### config.mk
export PLATFORM = sky130hd
export DESIGN_NAME = frame_wr_addr_gen_flat
export DESIGN_NICKNAME = d
export VERILOG_FILES = /design/src/rtl/frame_wr_addr_gen_if.sv /design/src/rtl/frame_wr_addr_gen.sv /design/src/flat_wrapper.sv
export SDC_FILE = /design/constraint.sdc
export NUM_CORES = 1
export LEC_CHECK = 0
export BUFFER_PORTS_ARGS = -buffer_cell sky130_fd_sc_hd__clkbuf_2
export CAP_MARGIN = 20
export CORE_MARGIN = 10
export CORE_UTILIZATION = 45
export CTS_CLUSTER_DIAMETER = 150
export DETAILED_ROUTE_END_ITERATION = 8
export MAX_ROUTING_LAYER = met4
export PLACE_DENSITY = 0.69
export SLEW_MARGIN = 20
export SYNTH_ARGS = -nofsm -noshare
export SYNTH_HDL_FRONTEND = slang
export SYNTH_SLANG_ARGS = --single-unit
### constraint.sdc
create_clock -name clk -period 4.34 [get_ports clk]
set_clock_uncertainty 0.15 [all_clocks]
set_input_delay 0.434 -clock clk [delete_from_list [all_inputs] [get_ports clk]]
set_output_delay 0.434 -clock clk [all_outputs]
set_load 0.02 [all_outputs]
### src/rtl/frame_wr_addr_gen_if.sv
// AXI4 write-address channel bundle between frame_wr_addr_gen and the memory interconnect.
interface frame_wr_addr_gen_if #(
  parameter int C_ADDR_WIDTH = 32
);
  logic [C_ADDR_WIDTH-1:0] awaddr;
  logic [7:0]              awlen;
  logic                    awvalid;
  logic                    awready;

  modport master (
    output awaddr,
    output awlen,
    output awvalid,
    input  awready
  );

  modport slave (
    input  awaddr,
    input  awlen,
    input  awvalid,
    output awready
  );
endinterface

### src/rtl/frame_wr_addr_gen.sv
// Write-side frame front end: turns s_sof into w_sof and walks one frame as AXI4 AW bursts.
// Optional macro FRAME_WR_4K_SPLIT_EN keeps every burst inside one 4 KiB page.
module frame_wr_addr_gen #(
  parameter int C_ADDR_WIDTH = 32,
  parameter int C_DATA_BYTES = 8,
  parameter int C_BURST_MAX  = 16,
  parameter int C_LINE_WIDTH = 12
) (
  input  logic                    clk,
  input  logic                    reset,
  input  logic                    s_sof,
  output logic                    w_sof,
  input  logic [C_ADDR_WIDTH-1:0] w_addr,
  input  logic [C_LINE_WIDTH-1:0] line_beats,
  input  logic [C_LINE_WIDTH-1:0] lines,
  input  logic [C_ADDR_WIDTH-1:0] stride,
  frame_wr_addr_gen_if.master     m_axi,
  output logic                    frame_busy,
  output logic                    err_overrun
);

  localparam int ByteShift = $clog2(C_DATA_BYTES);
  // Burst-length arithmetic must hold a full row remainder and a full 4 KiB page in beats.
  localparam int CW = (C_LINE_WIDTH + 1 > 14) ? C_LINE_WIDTH + 1 : 14;
  localparam int OW = C_LINE_WIDTH + 1;

  typedef enum logic [1:0] {
    IDLE,
    LATCH,
    ISSUE,
    WAIT
  } state_t;

  state_t                  state_q, state_d;
  logic [C_ADDR_WIDTH-1:0] rowBase_q, rowBase_d;
  logic [OW-1:0]           rowIdx_q, rowIdx_d;
  logic [OW-1:0]           beatOff_q, beatOff_d;
  logic [C_LINE_WIDTH-1:0] lineBeats_q, lineBeats_d;
  logic [C_LINE_WIDTH-1:0] lines_q, lines_d;
  logic [C_ADDR_WIDTH-1:0] stride_q, stride_d;
  logic [C_ADDR_WIDTH-1:0] awaddr_q, awaddr_d;
  logic [7:0]              awlen_q, awlen_d;
  logic                    awvalid_q, awvalid_d;
  logic [8:0]              burstLen_q, burstLen_d;
  logic                    errOverrun_q, errOverrun_d;

  logic [C_ADDR_WIDTH-1:0] issueAddr;
  logic [CW-1:0]           remainBeats;
  logic [CW-1:0]           burstLen;
  logic [OW-1:0]           nextOff;
  logic [OW-1:0]           nextRow;
`ifdef FRAME_WR_4K_SPLIT_EN
  logic [CW-1:0]           pageBeats;
`endif

  // Length of the burst about to be issued from the current row position.
  always_comb begin
    issueAddr   = rowBase_q + (C_ADDR_WIDTH'(beatOff_q) << ByteShift);
    remainBeats = CW'(lineBeats_q) - CW'(beatOff_q);
    burstLen    = (remainBeats > CW'(C_BURST_MAX)) ? CW'(C_BURST_MAX) : remainBeats;
`ifdef FRAME_WR_4K_SPLIT_EN
    pageBeats = (CW'(13'd4096) - CW'(issueAddr[11:0])) >> ByteShift;
    if (pageBeats == '0) begin
      pageBeats = CW'(1);
    end
    if (burstLen > pageBeats) begin
      burstLen = pageBeats;
    end
`endif
    nextOff = beatOff_q + OW'(burstLen_q);
    nextRow = rowIdx_q + OW'(1);
  end

  always_comb begin
    state_d      = state_q;
    rowBase_d    = rowBase_q;
    rowIdx_d     = rowIdx_q;
    beatOff_d    = beatOff_q;
    lineBeats_d  = lineBeats_q;
    lines_d      = lines_q;
    stride_d     = stride_q;
    awaddr_d     = awaddr_q;
    awlen_d      = awlen_q;
    awvalid_d    = awvalid_q;
    burstLen_d   = burstLen_q;
    errOverrun_d = s_sof && (state_q != IDLE);

    case (state_q)
      IDLE: begin
        if (s_sof) begin
          state_d = LATCH;
        end
      end

      // The arbiter has switched buffers on the w_sof edge, so w_addr is the new frame base.
      LATCH: begin
        rowBase_d   = w_addr;
        lineBeats_d = line_beats;
        lines_d     = lines;
        stride_d    = stride;
        rowIdx_d    = '0;
        beatOff_d   = '0;
        if ((line_beats == '0) || (lines == '0)) begin
          state_d = IDLE;
        end else begin
          state_d = ISSUE;
        end
      end

      ISSUE: begin
        awaddr_d   = issueAddr;
        awlen_d    = 8'(burstLen - CW'(1));
        burstLen_d = 9'(burstLen);
        awvalid_d  = 1'b1;
        state_d    = WAIT;
      end

      WAIT: begin
        if (m_axi.awready) begin
          awvalid_d = 1'b0;
          if (nextOff == OW'(lineBeats_q)) begin
            beatOff_d = '0;
            rowIdx_d  = nextRow;
            rowBase_d = rowBase_q + stride_q;
            state_d   = (nextRow == OW'(lines_q)) ? IDLE : ISSUE;
          end else begin
            beatOff_d = nextOff;
            state_d   = ISSUE;
          end
        end
      end

      default: begin
        state_d = IDLE;
      end
    endcase
  end

  always_ff @(posedge clk) begin
    if (reset) begin
      state_q      <= IDLE;
      rowBase_q    <= '0;
      rowIdx_q     <= '0;
      beatOff_q    <= '0;
      lineBeats_q  <= '0;
      lines_q      <= '0;
      stride_q     <= '0;
      awaddr_q     <= '0;
      awlen_q      <= '0;
      awvalid_q    <= 1'b0;
      burstLen_q   <= '0;
      errOverrun_q <= 1'b0;
    end else begin
      state_q      <= state_d;
      rowBase_q    <= rowBase_d;
      rowIdx_q     <= rowIdx_d;
      beatOff_q    <= beatOff_d;
      lineBeats_q  <= lineBeats_d;
      lines_q      <= lines_d;
      stride_q     <= stride_d;
      awaddr_q     <= awaddr_d;
      awlen_q      <= awlen_d;
      awvalid_q    <= awvalid_d;
      burstLen_q   <= burstLen_d;
      errOverrun_q <= errOverrun_d;
    end
  end

  assign w_sof         = s_sof && (state_q == IDLE);
  assign frame_busy    = (state_q != IDLE);
  assign err_overrun   = errOverrun_q;
  assign m_axi.awaddr  = awaddr_q;
  assign m_axi.awlen   = awlen_q;
  assign m_axi.awvalid = awvalid_q;

endmodule

### src/flat_wrapper.sv
// flat-port wrapper written by rule: the top's interface ports become plain ports
module frame_wr_addr_gen_flat 
#(
  parameter int C_ADDR_WIDTH = 32,
  parameter int C_DATA_BYTES = 8,
  parameter int C_BURST_MAX  = 16,
  parameter int C_LINE_WIDTH = 12
)
  (clk, reset, s_sof, w_sof, w_addr, line_beats, lines, stride, frame_busy, err_overrun, m_axi_awaddr, m_axi_awlen, m_axi_awvalid, m_axi_awready);
  frame_wr_addr_gen_if #(.C_ADDR_WIDTH(C_ADDR_WIDTH)) m_axi_i ();
  input  logic clk;
  input  logic reset;
  input  logic s_sof;
  output logic w_sof;
  input  logic [C_ADDR_WIDTH-1:0] w_addr;
  input  logic [C_LINE_WIDTH-1:0] line_beats;
  input  logic [C_LINE_WIDTH-1:0] lines;
  input  logic [C_ADDR_WIDTH-1:0] stride;
  output logic frame_busy;
  output logic err_overrun;
  output wire logic [$bits(m_axi_i.awaddr)-1:0] m_axi_awaddr;
  output wire logic [$bits(m_axi_i.awlen)-1:0] m_axi_awlen;
  output wire logic [$bits(m_axi_i.awvalid)-1:0] m_axi_awvalid;
  input wire logic [$bits(m_axi_i.awready)-1:0] m_axi_awready;
  assign m_axi_awaddr = m_axi_i.awaddr;
  assign m_axi_awlen = m_axi_i.awlen;
  assign m_axi_awvalid = m_axi_i.awvalid;
  assign m_axi_i.awready = m_axi_awready;
  frame_wr_addr_gen #(.C_ADDR_WIDTH(C_ADDR_WIDTH), .C_DATA_BYTES(C_DATA_BYTES), .C_BURST_MAX(C_BURST_MAX), .C_LINE_WIDTH(C_LINE_WIDTH)) u_core (.clk(clk), .reset(reset), .s_sof(s_sof), .w_sof(w_sof), .w_addr(w_addr), .line_beats(line_beats), .lines(lines), .stride(stride), .m_axi(m_axi_i), .frame_busy(frame_busy), .err_overrun(err_overrun));
endmodule
* Word-level counts from Yosys, hierarchy flattened *
Cells that the tools add are included.

storage, ports and cells
  register bits after elaboration = 167
  input port bits = 92
  output and inout bits = 44
  logic and storage cells = 58

cells by class
  add/subtract/negate cells = 6
  $lt $le $gt $ge = 1
  equal/unequal tests = 8
  mux-type cells = 18
  reductions and logical operators = 13

operators by type and width
  cell                                                                              number
  32-bit 2-to-1 mux                                                                 2
  32-bit one-hot mux with 2 select lines                                            1
  13-bit 2-to-1 mux                                                                 4
  13-bit one-hot mux with 2 select lines                                            2
  32-bit by 16-bit adder with 32-bit output                                         1
  32-bit adder                                                                      1
  13-bit by 12-bit equality test with 1-bit output                                  2
  12-bit logical NOT                                                                2
  14-bit by 5-bit greater-than comparator with 1-bit output, second input constant  1
  12-bit by 13-bit subtractor with 14-bit output                                    1
  13-bit by 1-bit adder with 13-bit output, second input constant                   1
  13-bit by 9-bit adder with 13-bit output                                          1
  2-bit 2-to-1 mux                                                                  5
  9-bit 2-to-1 mux                                                                  1
  2-bit one-hot mux with 4 select lines                                             1
  8-bit by 1-bit subtractor with 8-bit output, second input constant                1
  2-bit AND reduction                                                               3
  2-bit nonzero test                                                                3
  2-bit equality test, second input constant                                        2
  2-bit inequality test, second input constant                                      2
  3-bit AND reduction                                                               1
  2-bit by 1-bit equality test with 1-bit output, second input constant             1
  1-bit logical AND                                                                 2
  2-bit logical NOT                                                                 1
  other kinds (4)                                                                   4

* Logic depth before layout (Yosys ltp) *
Gate-level depths: netlist of run 1.

  depth in word-level cells = 6
  gate-level depth with buffers = 18
  mapped depth without buffers = 17

* Worst setup path after synthesis of run 1 *
OpenSTA, ideal clock, no wires.

  path type = flip-flop to flip-flop
  from = register u_core.beatOff_q[1]
  to = register u_core.awlen_q[2], in the netlist u_core.m_axi.awlen[2]
  setup time = 91 ps
  arrival = 3724 ps
  data required time = 4099 ps
  setup slack = 375 ps
  stages on the path, launching flop included = 16
  cell sequence = dfxtp_1 -> inv_1 -> ha_1 -> nor2b_1 -> o21ai_0 -> a21oi_1 -> o21ai_0 -> a21oi_1 -> or4b_1 -> a211oi_1 -> nand4_1 -> clkbuf_1 -> or2_2 -> ha_1 -> or3_1 -> a311oi_1

on the way
  longest elaborated chain between the ends = 4

ends and longest elaborated chain
  item                                                       RTL line                  RTL
  start: declaration                                         frame_wr_addr_gen.sv:37   logic [OW-1:0] beatOff_q, beatOff_d;
  start signal: assignment                                   frame_wr_addr_gen.sv:157  beatOff_q <= beatOff_d;
  12-bit by 13-bit subtractor with 14-bit output *           frame_wr_addr_gen.sv:59   remainBeats = CW'(lineBeats_q) - CW'(beatOff_q);
  14-bit by 5-bit greater-than comparator with 1-bit output  frame_wr_addr_gen.sv:60   burstLen = (remainBeats > CW'(C_BURST_MAX)) ? CW'(C_BURST_MAX) : remainBeats;
  9-bit 2-to-1 mux *                                         frame_wr_addr_gen.sv:60
  8-bit by 1-bit subtractor with 8-bit output *              frame_wr_addr_gen.sv:112  awlen_d = 8'(burstLen - CW'(1));
  end signal: assignment                                     frame_wr_addr_gen.sv:162  awlen_q <= awlen_d;
  end: declaration                                           frame_wr_addr_gen.sv:42   logic [7:0] awlen_q, awlen_d;

Mark *: on every way between the ends. The rest lies on a longest branch, timed or not.
A chain may end at the register's enable or synchronous reset.

* Worst setup path after layout of run 1 *
  from = register u_core.beatOff_q[0]
  to = register u_core.rowBase_q[31]

on the way
  longest elaborated chain between the ends = 4

ends and longest elaborated chain
  item                                                               RTL line                  RTL
  13-bit by 9-bit adder with 13-bit output                           frame_wr_addr_gen.sv:70   nextOff = beatOff_q + OW'(burstLen_q);
  13-bit by 12-bit equality test with 1-bit output                   frame_wr_addr_gen.sv:121  if (nextOff == OW'(lineBeats_q)) begin
  2-bit by 1-bit inequality test with 1-bit output (no source line)  n/a
  3-bit AND reduction (no source line)                               n/a
  end signal: assignment                                             frame_wr_addr_gen.sv:155  rowBase_q <= rowBase_d;
  end: declaration                                                   frame_wr_addr_gen.sv:35   logic [C_ADDR_WIDTH-1:0] rowBase_q, rowBase_d;

No other way between the ends.

==> results.md, run 1 <==
- Status: finished, final reports clean
- Reg2reg end: u_core.rowBase_q[31]
- Worst path required time: ~4.5 ns
- Number of synthesized flops with an enable pin: 0
- Worst-Skew Late Latency: about 0.44 ns
- Worst vdd ir: roughly 0.25 mV
- Pre-CTS setup slack: between 0.2 and 0.25 ns
- Total core area: ~23,000 sq um
- Worst Path Max Fanout: 18
- Initial antenna violation count: 0
- H-tree Lvls: 4
- Fill cells: about 2,300
- Critical path endpoint category: register
- WS Path Type: register to register
- Ys async rst share: 0
- P per Cell Area: between 300 and 400 nW/um^2
- # hold bufs at CTS: 0
- Chip height: 172 um
- CP startpoint: u_core.beatOff_q[0]
- Max-Cap Viols: 0
- Fin crit share: 0.942
- Leak: between 5 and 6 nW
- Endpoints failing hold: 0
- Peak Freq: 245 MHz
- Flop-to-flop setup slack: around 0.25 ns
- Clock tree buffer depth: 2
- Mean number of vias per cell: about 5.6
- Row count: 55
- Adder-cell share of the synthesized area: 0.0882
- Sink Count: 167
- Die width: 172 um
- Vias in the first global route: approximately 9,500
- Cells after synthesis: 1,365
- Clock slew at reported path FFs: approximately 0.070 ns
- Clk root buf: clkbuf_16
- ANT nets after route: 0
- Sequential-to-total area share from yosys stat: 0.321
- # port buffers: 135
- TritonCTS clock tree: yes
- CP Launch Type: register
- Die area: between 20,000 and 30,000 sq um
- Most common cell after layout, fill and taps aside: nand2_1
- Synth-to-Final Area Change: 14.7%
- Max-slew headroom: 0.230
- Distinct cells, synth: 70
- Largest net degree at the start of global routing: 92
- Post-Synthesis Cell Area: between 10,000 and 15,000 sq um
- Hpwl dp: around 23 mm
- Setup ws final: 0.252 ns
- First-pass iteration count of the detailed router: 5
- Slowest stage cell, crit path: fa_1
- Crit path capture: u_core.rowBase_q[31]
- Post-Synth XOR/XNOR Area: 0.0789
- First-pass GRT wire length: around 49 mm
- Mux share of post-synthesis cell area: 0.00384
- Routed WL: between 30 and 40 mm
- Delay of the slowest cell on the worst path: around 0.48 ns
- Area leader, netlist: dfxtp_1
- Post-Synth Simple-Gate Area: 0.223
- Area share of the largest cell type after synthesis: 0.321
- Total global routing overflow: 0
- Most frequent cells in the layout: nand2_1 (226), a21oi_1 (174), dfxtp_1 (167)
- Setup violators final: 0
- Layout cells sized above 1: 0.145
- Largest family of logic cells by synthesized area: compound AO/OA/AOI/OAI gates
- Top-level I/O count: about 140
- Ys flop type: dfxtp_1
- Via count: 9,915
- Residual DRC: 0
- Synth Register Bits: between 150 and 200
- Crit path DAT: about 4.3 ns
- Synth area leaders: dfxtp_1 (32%), a21oi_1 (8.4%), nand2_1 (8.2%)
- CP Cell Sequence: ha_1 > fa_1 > a211oi_2 > o21ai_1 > a21oi_2 > xnor3_1 > a221o_1 > or4_4 > or2_1 > and2_4 > or4_1 > a31oi_1
- Placer Congestion: ~0.92
- CTS buffer count: 17
- DRC marker count from the first detailed-route iteration: roughly 780
- Wire per inst: around 17 um
- Max Slew Vio Count: 0
- Reg2reg start: u_core.beatOff_q[0]
- Post_cts resized: 0
- GRT Total Usage: 0.212
- Tightest Hold Check Type: input pin to register
- Synth Warn #: 0
- Final nets: approximately 1,600
- Worst-Margin Slew: 1.15 ns
- Total power: between 3 and 4 mW
- Syn nets: around 1,500
- Final Util: 0.526
- Compound-Gate Fraction of Synth Area: 0.243
- Avg Cell Area, Syn: ~7.6 sq um
- Antenna diodes: 0
- Initial Utilization: 0.459
- Clock period minus worst slack: a little over 4 ns
- R2R depth: 12
- Postcts setup bufs: 0
## cell families after synthesis
logic type               after synthesis
adder cells (fa/ha/maj)               71
buffers and inverters                114
multiplexers                           4
flip-flops                           167
AND/OR/NAND/NOR                      510
XOR/XNOR                              89
AO/OA/AOI/OAI                        410
## layer usage
layer  wire length (um)  share of wire  global-route usage
met3               1470          0.048              0.0356
met5                  0              0                   -
met1              14800           0.48               0.281
met2              13900           0.46               0.329
met4                363          0.012              0.0506
## cells in the mapped netlist (6+ instances only)
cell type    n
nand2_1    228
a21oi_1    175
dfxtp_1    167
nor2_1     116
o21ai_0     79
ha_1        67
clkbuf_1    66
xnor2_1     51
inv_1       41
xor2_1      35
a211oi_1    31
a21o_1      27
and3_1      27
nor3_1      26
nand3_1     22
or3_1       18
nor2b_1     12
a22oi_1     11
a311oi_1    11
a31oi_1     11
nor4_1      11
o21a_1      11
nand4_1     10
nand2b_1     9
o211ai_1     9
o2111ai_1    6
## power by group
group          total (mW)  switching (mW)  internal [mW]  leakage (nW)
sequential           1.72           0.100           1.62          1.36
combinational       0.764           0.461          0.303          3.40
clock                1.52           0.670          0.845         0.270
## worst min-delay path by stage
stage                       startpoint  cells after the start  slack [ns]                 endpoint
6_report                    stride[15]                      3        0.06      u_core.stride_q[15]
3_3_place_gp   u_core.m_axi.awaddr[14]                      2        0.29  u_core.m_axi.awaddr[14]
5_1_grt                     stride[12]                      3        0.06      u_core.stride_q[12]
4_1_cts                     stride[18]                      3        0.05      u_core.stride_q[18]
2_1_floorplan     u_core.burstLen_q[3]                      2        0.29     u_core.burstLen_q[3]
3_5_place_dp     u_core.m_axi.awlen[6]                      2        0.30    u_core.m_axi.awlen[6]
## area by class of cell
| type | instances | area (sq um) | share of cell area |
|---|---|---|---|
| multi-input combinational | 1084 | 6680 | 0.559 |
| sequential | 167 | 3340 | 0.280 |
| timing repair buffer | 151 | 823 | 0.0689 |
| clock buffer | 21 | 470 | 0.0394 |
| tap | 285 | 357 | 0.0298 |
| inverter | 42 | 158 | 0.0132 |
| clock inverter | 11 | 114 | 0.00953 |
## state kept, by name, indices dropped and copies added (netlist names)
register              count
u_core.m_axi.awvalid      1
u_core.m_axi.awaddr      32
u_core.lines_q           12
u_core.stride_q          32
u_core.rowIdx_q          13
u_core.beatOff_q         13
u_core.burstLen_q         9
u_core.state_q            2
u_core.err_overrun        1
u_core.m_axi.awlen        8
u_core.lineBeats_q       12
u_core.rowBase_q         32
## worst max-delay path: cells and delay by family, from the launching register on
| family | cells | cell delay [ns] |
|---|---|---|
| compound gates | 5 | 1.11 |
| xor+xnor | 1 | 0.23 |
| fa+ha+maj | 2 | 0.75 |
| flops | 1 | 0.35 |
| simple gates | 4 | 1.42 |
## stage by stage
stage | hold WS (ns) | std cells | instance area, sq um | TNS, ns
3_3_place_gp | 0.290 | 1728 | 11300 | 0
6_report | 0.0575 | 1761 | 11900 | 0
4_1_cts | 0.0517 | 1760 | 11900 | 0
2_1_floorplan | 0.286 | 1365 | 10400 | 0
5_1_grt | 0.0624 | 1761 | 11900 | -0.00912
3_5_place_dp | 0.297 | 1728 | 11300 | 0
Note: power is estimated with default switching activity, not from simulation.
==> run 2: changes to the inputs <==
Settings changed: ABC_AREA from default to 1, PLACE_DENSITY 0.69 to 0.68, SETUP_SLACK_MARGIN from default to 0.05.
==> run 2 against run 1 <==
Global-route usage increased by 1.9 points. Fmax increased by 18%. Design area increased by 11%. Highest routed layer unchanged. Count of clock-buffer cells in the layout decreased by 4. Worst hold slack got worse by 0.0027 ns. Combinational power increased by 56%. Synthesized area increased by 12%.
==> results.md, run 2 <==
- Synth Register Bits: 167 (unchanged)
- Post-Synthesis Cell Area: 11,700 sq um (+12%)
- Reg2reg end: u_core.m_axi.awlen[2]
- Placer Congestion: 0.982 (+7.0%)
- Flop-to-flop setup slack: 0.87 ns (+0.62 ns)
- Setup_tns: 0 ns (unchanged)
- Synth Warn #: 0 (unchanged)
- Routed WL: 37.9 mm (+24%)
- Post_cts resized: 0 (unchanged)
- Reg2reg start: u_core.beatOff_q[1]
- Worst vdd ir: 0.256 mV (+2.0%)
- R2R depth: 15 (+3)
- Area share of the largest cell type after synthesis: 0.286 (-0.0347)
- Max Slew Vio Count: 0 (unchanged)
- Top-level I/O count: 136 (unchanged)
- Total global routing overflow: 0 (unchanged)
- # hold bufs at CTS: 0 (unchanged)
- Most common cell in the netlist: nand2_1
- Vias in the first global route: 11,863 (+25%)
- CP Launch Type: register
- Mean number of vias per cell: 5.40 (-4.1%)
- Clock period minus worst slack: 3.47 ns (-0.623 ns)
- Die area: 32,800 sq um (+11%)
- RSZ-0062 raised after global routing: false
- Ys async rst share: 0 (unchanged)
- Total power: 4.56 mW (+14%)
- Crit path capture: u_core.m_axi.awlen[2]
- Sink Count: 167 (unchanged)
- P per Cell Area: 345 nW/um^2 (+3.2%)
- Sequential-to-total area share from yosys stat: 0.286 (-0.0347)
- Number of synthesized flops with an enable pin: 0 (unchanged)
- Area leader, netlist: dfxtp_1
- First-pass GRT wire length: 61.2 mm (+25%)
- Most frequent cells in the layout: nand2_1 (427), nor2_1 (247), inv_1 (208)
- Fill cells: 2,685 (+18%)
- Total core area: 25,300 sq um (+12%)
- Hpwl dp: 29.2 mm (+27%)
- Most common cell after layout, fill and taps aside: nand2_1
- Status: finished, final reports clean
- Synth-to-Final Area Change: 13.1%
- DRC marker count from the first detailed-route iteration: 971 (+25%)
- Cells after DPL: 2,277 (+32%)
- Peak Freq: 289 MHz (+18%)
- Die width: 181 um (+5.2%)
- Worst path required time: 4.58 ns (+0.04 ns)
- Antenna diodes: 0 (unchanged)
- Final nets: 2,129 (+31%)
- Postcts setup bufs: 0 (unchanged)
- Tightest Hold Check Type: input pin to register
- TritonCTS clock tree: yes
- Distinct cells, synth: 45 (-36%)
- Critical path endpoint category: register
- WS Path Type: register to register
- Leak: 6.41 nW (+27%)
- Non-Filler Instances: 2,309 (+31%)
- Worst-Skew Late Latency: 0.45 ns (about the same)
- Cells after synthesis: 1,865 (+37%)
- Setup violators final: 0 (unchanged)
- Clock tree buffer depth: 2 (unchanged)
- Clk root buf: clkbuf_16
- Residual DRC: 0 (unchanged)
- Worst-Margin Slew: 0.994 ns (-0.159 ns)
- Crit path DAT: 3.71 ns (-0.58 ns)
- H-tree Lvls: 4 (unchanged)
- CTS buffer count: 17 (unchanged)
- Wire per inst: 16.4 um (-5.5%)
- CP startpoint: u_core.beatOff_q[1]
- Fin crit share: 0.798 (-0.144)
- Max-slew headroom: 0.333 (+0.103)
- Initial Utilization: 0.461 (+0.00245)
- Ys flop type: dfxtp_1
- GRT Total Usage: 0.231 (+0.0191)
- Max-Cap Viols: 0 (unchanged)
- Largest net degree at the start of global routing: 123 (+34%)
- Endpoints failing hold: 0 (unchanged)
- # port buffers: 135 (unchanged)
- Layout cells sized above 1: 0.102 (-0.0429)
- Synth area leaders: dfxtp_1 (29%), nand2_1 (14%), nand3_1 (8.2%)
- Chip height: 181 um (+5.2%)
- ANT nets after route: 0 (unchanged)
- First-pass iteration count of the detailed router: 5 (unchanged)
- Avg Cell Area, Syn: 6.26 sq um (-18%)
- Worst Path Max Fanout: 5 (-13)
- Clock slew at reported path FFs: 0.08 ns (about the same)
- Row count: 58 (+5.5%)
- Commonest cells post-synth: nand2_1 (427), nor2_1 (249), inv_1 (209)
- Initial antenna violation count: 0 (unchanged)
- Syn nets: 2,028 (+33%)
- Via count: 12,469 (+26%)
run 2: cell count changes after synthesis, moves of 25 or more:
cell,before,now
a211oi_1,31,1
a21oi_1,175,150
and3_1,27,1
inv_1,41,209
nand2_1,228,427
nand3_1,22,192
nand4_1,10,38
nor2_1,116,249
o21ai_0,79,149
xnor2_1,51,15
run 2: worst min-delay path by stage:
stage,start,end,slack [ns],cells after the start
final,stride[25],u_core.stride_q[25],0.05,3
after global routing,stride[9],u_core.stride_q[9],0.07,3
after CTS,stride[25],u_core.stride_q[25],0.05,3
after detailed placement,u_core.burstLen_q[5],u_core.burstLen_q[5],0.29,2
after global placement,u_core.burstLen_q[5],u_core.burstLen_q[5],0.28,2
after floorplan,u_core.burstLen_q[5],u_core.burstLen_q[5],0.27,2
run 2: cells by family after synthesis:
family,count (synthesis),synth area share
AOI/OAI and AO/OA,341,0.156
xor gates and xnor gates,36,0.0298
adders and majority gates,71,0.0787
buffers and inverters,281,0.0929
DFF,167,0.286
and+or+nand+nor,969,0.357
run 2: layer usage:
layer  up-vias  wire length, um  global-route usage  part of all wire
li1       6360                -                   -                 -
met1      5640            18400               0.316              0.49
met2       422            16100               0.342              0.43
met3        47             2560              0.0384             0.068
met4         0              724              0.0638             0.019
met5         -                0                   -                 0
run 2: through the flow:
step | cell area [sq um] | setup WS (ns) | utilization | hold WS, ns
2_1_floorplan | 11700 | 1.44 | - | 0.273
3_3_place_gp | 12600 | 0.992 | 0.498 | 0.282
3_5_place_dp | 12600 | 0.917 | 0.498 | 0.285
4_1_cts | 13200 | 0.909 | 0.522 | 0.0529
5_1_grt | 13200 | 0.627 | 0.522 | 0.0723
6_report | 13200 | 0.875 | 0.522 | 0.0548
run 2: final cells by class:
class / count / area [sq um] / share of cell area
flip-flops and latches: 167 / 3340 / 0.253
clock inverters: 15 / 175 / 0.0133
multi-input cells: 1417 / 7260 / 0.549
repair buffers: 148 / 786 / 0.0595
clock buffers: 17 / 425 / 0.0322
inverters: 215 / 808 / 0.0612
well taps: 330 / 413 / 0.0313
run 2: report_power, final:
group / internal, mW / switching [mW]
Combinational: 0.396 / 0.798
Sequential: 1.67 / 0.120
Clock: 0.829 / 0.751
run 2: critical path, stage by stage, from the launching register on:
cell and delay [ns]:
dfxtp_1 0.44, inv_1 0.16, fa_1 0.49, nand3_1 0.13
nand2_1 0.12, nand2_1 0.08, nand2_1 0.06, xnor2_1 0.32
nand4_1 0.19, nor3b_1 0.45, nand2_1 0.18, ha_1 0.29
nand3b_1 0.17, nand3_1 0.09, nand2_1 0.06, inv_1 0.04
==> run 3: changes to the inputs <==
Clock period 4.34 ns to 3.32 ns, I/O delays scaled along.
==> run 3 against run 2 <==
Worst hold slack lost 0.046 ns. Critical endpoint unchanged. Register-to-register slack got worse by 0.65 ns. Design area is 4.1% higher. Non-clock buffer count up 53. Total power increased by 32%. Global-route usage is 0.32 points higher. Final cell count grew 2.3%. Sequential cell count is the same. Sequential share of layout area decreased by 1.0 points. Sequential power increased by 31%.
==> results.md, run 3 (synthesis gave the netlist of run 2 again) <==
- Status: finished, final reports clean
- Clock slew at reported path FFs: 0.07 ns (about the same)
- Reg2reg end: u_core.m_axi.awlen[2]
- Reg2reg start: u_core.lineBeats_q[0]
- Setup violators final: 0 (unchanged)
- Vias in the first global route: 11,902 (+0.33%)
- CP startpoint: u_core.lineBeats_q[0]
- Max-slew headroom: 0.377 (+0.0439)
- GRT Total Usage: 0.234 (+0.00319)
- WS Path Type: register to register
- Most common cell after layout, fill and taps aside: nand2_1
- Peak Freq: 323 MHz (+12%)
- First-pass iteration count of the detailed router: 6 (+1)
- Die area: 32,800 sq um (unchanged)
- First-pass GRT wire length: 61.9 mm (+1.2%)
- CP Cell Sequence: inv_1 > ha_1 > inv_1 > fa_1 > nand3_1 > nand2_1 > nand2_1 > nand2_1 > xnor2_2 > nand4_1 > nor3b_2 > nand2_1 > ha_1 > nand3b_1 > nand3_1 > nand2_1 > inv_1
- ANT nets after route: 0 (unchanged)
- Endpoints failing hold: 0 (unchanged)
- Mean number of vias per cell: 5.38 (-0.43%)
- Synth-to-Final Area Change: 17.8%
- DRC marker count from the first detailed-route iteration: 971 (unchanged)
- Tightest Hold Check Type: input pin to register
- Routed WL: 38.7 mm (+2.2%)
- P per Cell Area: 438 nW/um^2 (+27%)
- Sink Count: 167 (unchanged)
- Max Slew Vio Count: 0 (unchanged)
- Worst-Skew Late Latency: 0.44 ns (about the same)
- CP Launch Type: register
- Most used cell along the critical path: nand2_1
- Slowest stage cell, crit path: fa_1
- Largest net degree at the start of global routing: 79 (-36%)
- Via count: 12,695 (+1.8%)
- Worst vdd ir: 0.265 mV (+3.6%)
- R2R depth: 17 (+2)
- H-tree Lvls: 4 (unchanged)
- Top-level I/O count: 136 (unchanged)
- # port buffers: 135 (unchanged)
- Total core area: 25,300 sq um (unchanged)
- Layout cells sized above 1: 0.107 (+0.00526)
- Leak: 6.66 nW (+4.0%)
- Final Util: 0.543 (+0.0215)
- Clk root buf: clkbuf_16
- Crit path capture: u_core.m_axi.awlen[2]
- Wire per inst: 16.4 um (about the same)
- Flop-to-flop setup slack: 0.23 ns (-0.65 ns)
- CTS buffer count: 17 (unchanged)
- Total global routing overflow: 0 (unchanged)
- Fin crit share: 0.932 (+0.134)
- Critical path endpoint category: register
- Initial Utilization: 0.461 (unchanged)
- Hpwl dp: 29.5 mm (+0.88%)
- Worst Path Max Fanout: 5 (unchanged)
- Fill cells: 2,614 (-2.6%)
- Chip height: 181 um (unchanged)
- Initial antenna violation count: 0 (unchanged)
- Antenna diodes: 0 (unchanged)
- Total power: 6.02 mW (+32%)
- Max-Cap Viols: 0 (unchanged)
- Die width: 181 um (unchanged)
- Row count: 58 (unchanged)
- Clock tree buffer depth: 2 (unchanged)
- Most frequent cells in the layout: nand2_1 (427), nor2_1 (247), inv_1 (208)
- Placer Congestion: 0.996 (+1.5%)
- RSZ-0062 raised after global routing: false
- Delay of the slowest cell on the worst path: 0.43 ns (-0.06 ns)
- TritonCTS clock tree: yes
- Crit path DAT: 3.33 ns (-0.38 ns)
- Worst path required time: 3.56 ns (-1.02 ns)
- Residual DRC: 0 (unchanged)
- Final nets: 2,182 (+2.5%)
- Clock period minus worst slack: 3.09 ns (-0.371 ns)
- Worst-Margin Slew: 0.929 ns (-0.0655 ns)
run 3: worst max-delay path: cells and delay by family (launching register included):
family / cells / cell delay (ns)
xor+xnor: 1 / 0.22
flops: 1 / 0.33
simple gates: 10 / 1.33
buf+inv: 3 / 0.19
fa+ha+maj: 3 / 0.83
run 3: final cells by class:
class / count / area, sq um / area share
Sequential cell: 167 / 3340 / 0.243
Multi-Input combinational cell: 1417 / 7290 / 0.530
Tap cell: 330 / 413 / 0.0300
Inverter: 215 / 811 / 0.0590
Clock buffer: 17 / 425 / 0.0309
Timing Repair Buffer: 201 / 1310 / 0.0952
Clock inverter: 14 / 164 / 0.0119
run 3: routing by layer:
| metal | track usage | routed length [um] | vias to the layer above | part of all wire |
|---|---|---|---|---|
| met5 | - | 0 | - | 0 |
| met4 | 0.0472 | 538 | 0 | 0.014 |
| met3 | 0.0326 | 2660 | 42 | 0.069 |
| met2 | 0.357 | 17000 | 441 | 0.44 |
| met1 | 0.323 | 18500 | 5747 | 0.48 |
| li1 | - | - | 6465 | - |
run 3: how the worst min path moves through the flow:
stage,startpoint,cells after the start,to
6_report,stride[16],3,u_core.stride_q[16]
5_1_grt,stride[16],3,u_core.stride_q[16]
4_1_cts,lines[0],3,u_core.lines_q[0]
3_5_place_dp,u_core.burstLen_q[5],2,u_core.burstLen_q[5]
3_3_place_gp,u_core.burstLen_q[5],2,u_core.burstLen_q[5]
2_1_floorplan,u_core.burstLen_q[5],2,u_core.burstLen_q[5]
run 3: timing repair:
item | CTS | global route
hold buffers | 40 | 0
buffers inserted | 0 | 2
endpoints found under the setup margin | 1 | 43
pin swaps | 0 | 2
endpoints found under the hold margin | 40 | 0
resized for setup | 1 | 5
run 3: through the flow:
| step | area (sq um) | instances | setup TNS, ns | worst slack, ns | hold WS, ns |
|---|---|---|---|---|---|
| floorplan | 11700 | 1865 | 0 | 0.418 | 0.273 |
| global placement | 12700 | 2288 | 0 | 0.0919 | 0.290 |
| detailed placement | 12700 | 2288 | -0.00983 | -0.00983 | 0.291 |
| CTS | 13700 | 2359 | 0 | 0.121 | 0.00270 |
| global route | 13800 | 2361 | 0 | 0.0205 | 0.0299 |
| finish | 13800 | 2361 | 0 | 0.226 | 0.00837 |
run 3: report_power, final:
part / internal [mW] / switching, mW
clock network: 1.13 / 0.930
registers: 2.18 / 0.159
logic: 0.562 / 1.06
total: 3.87 / 2.15
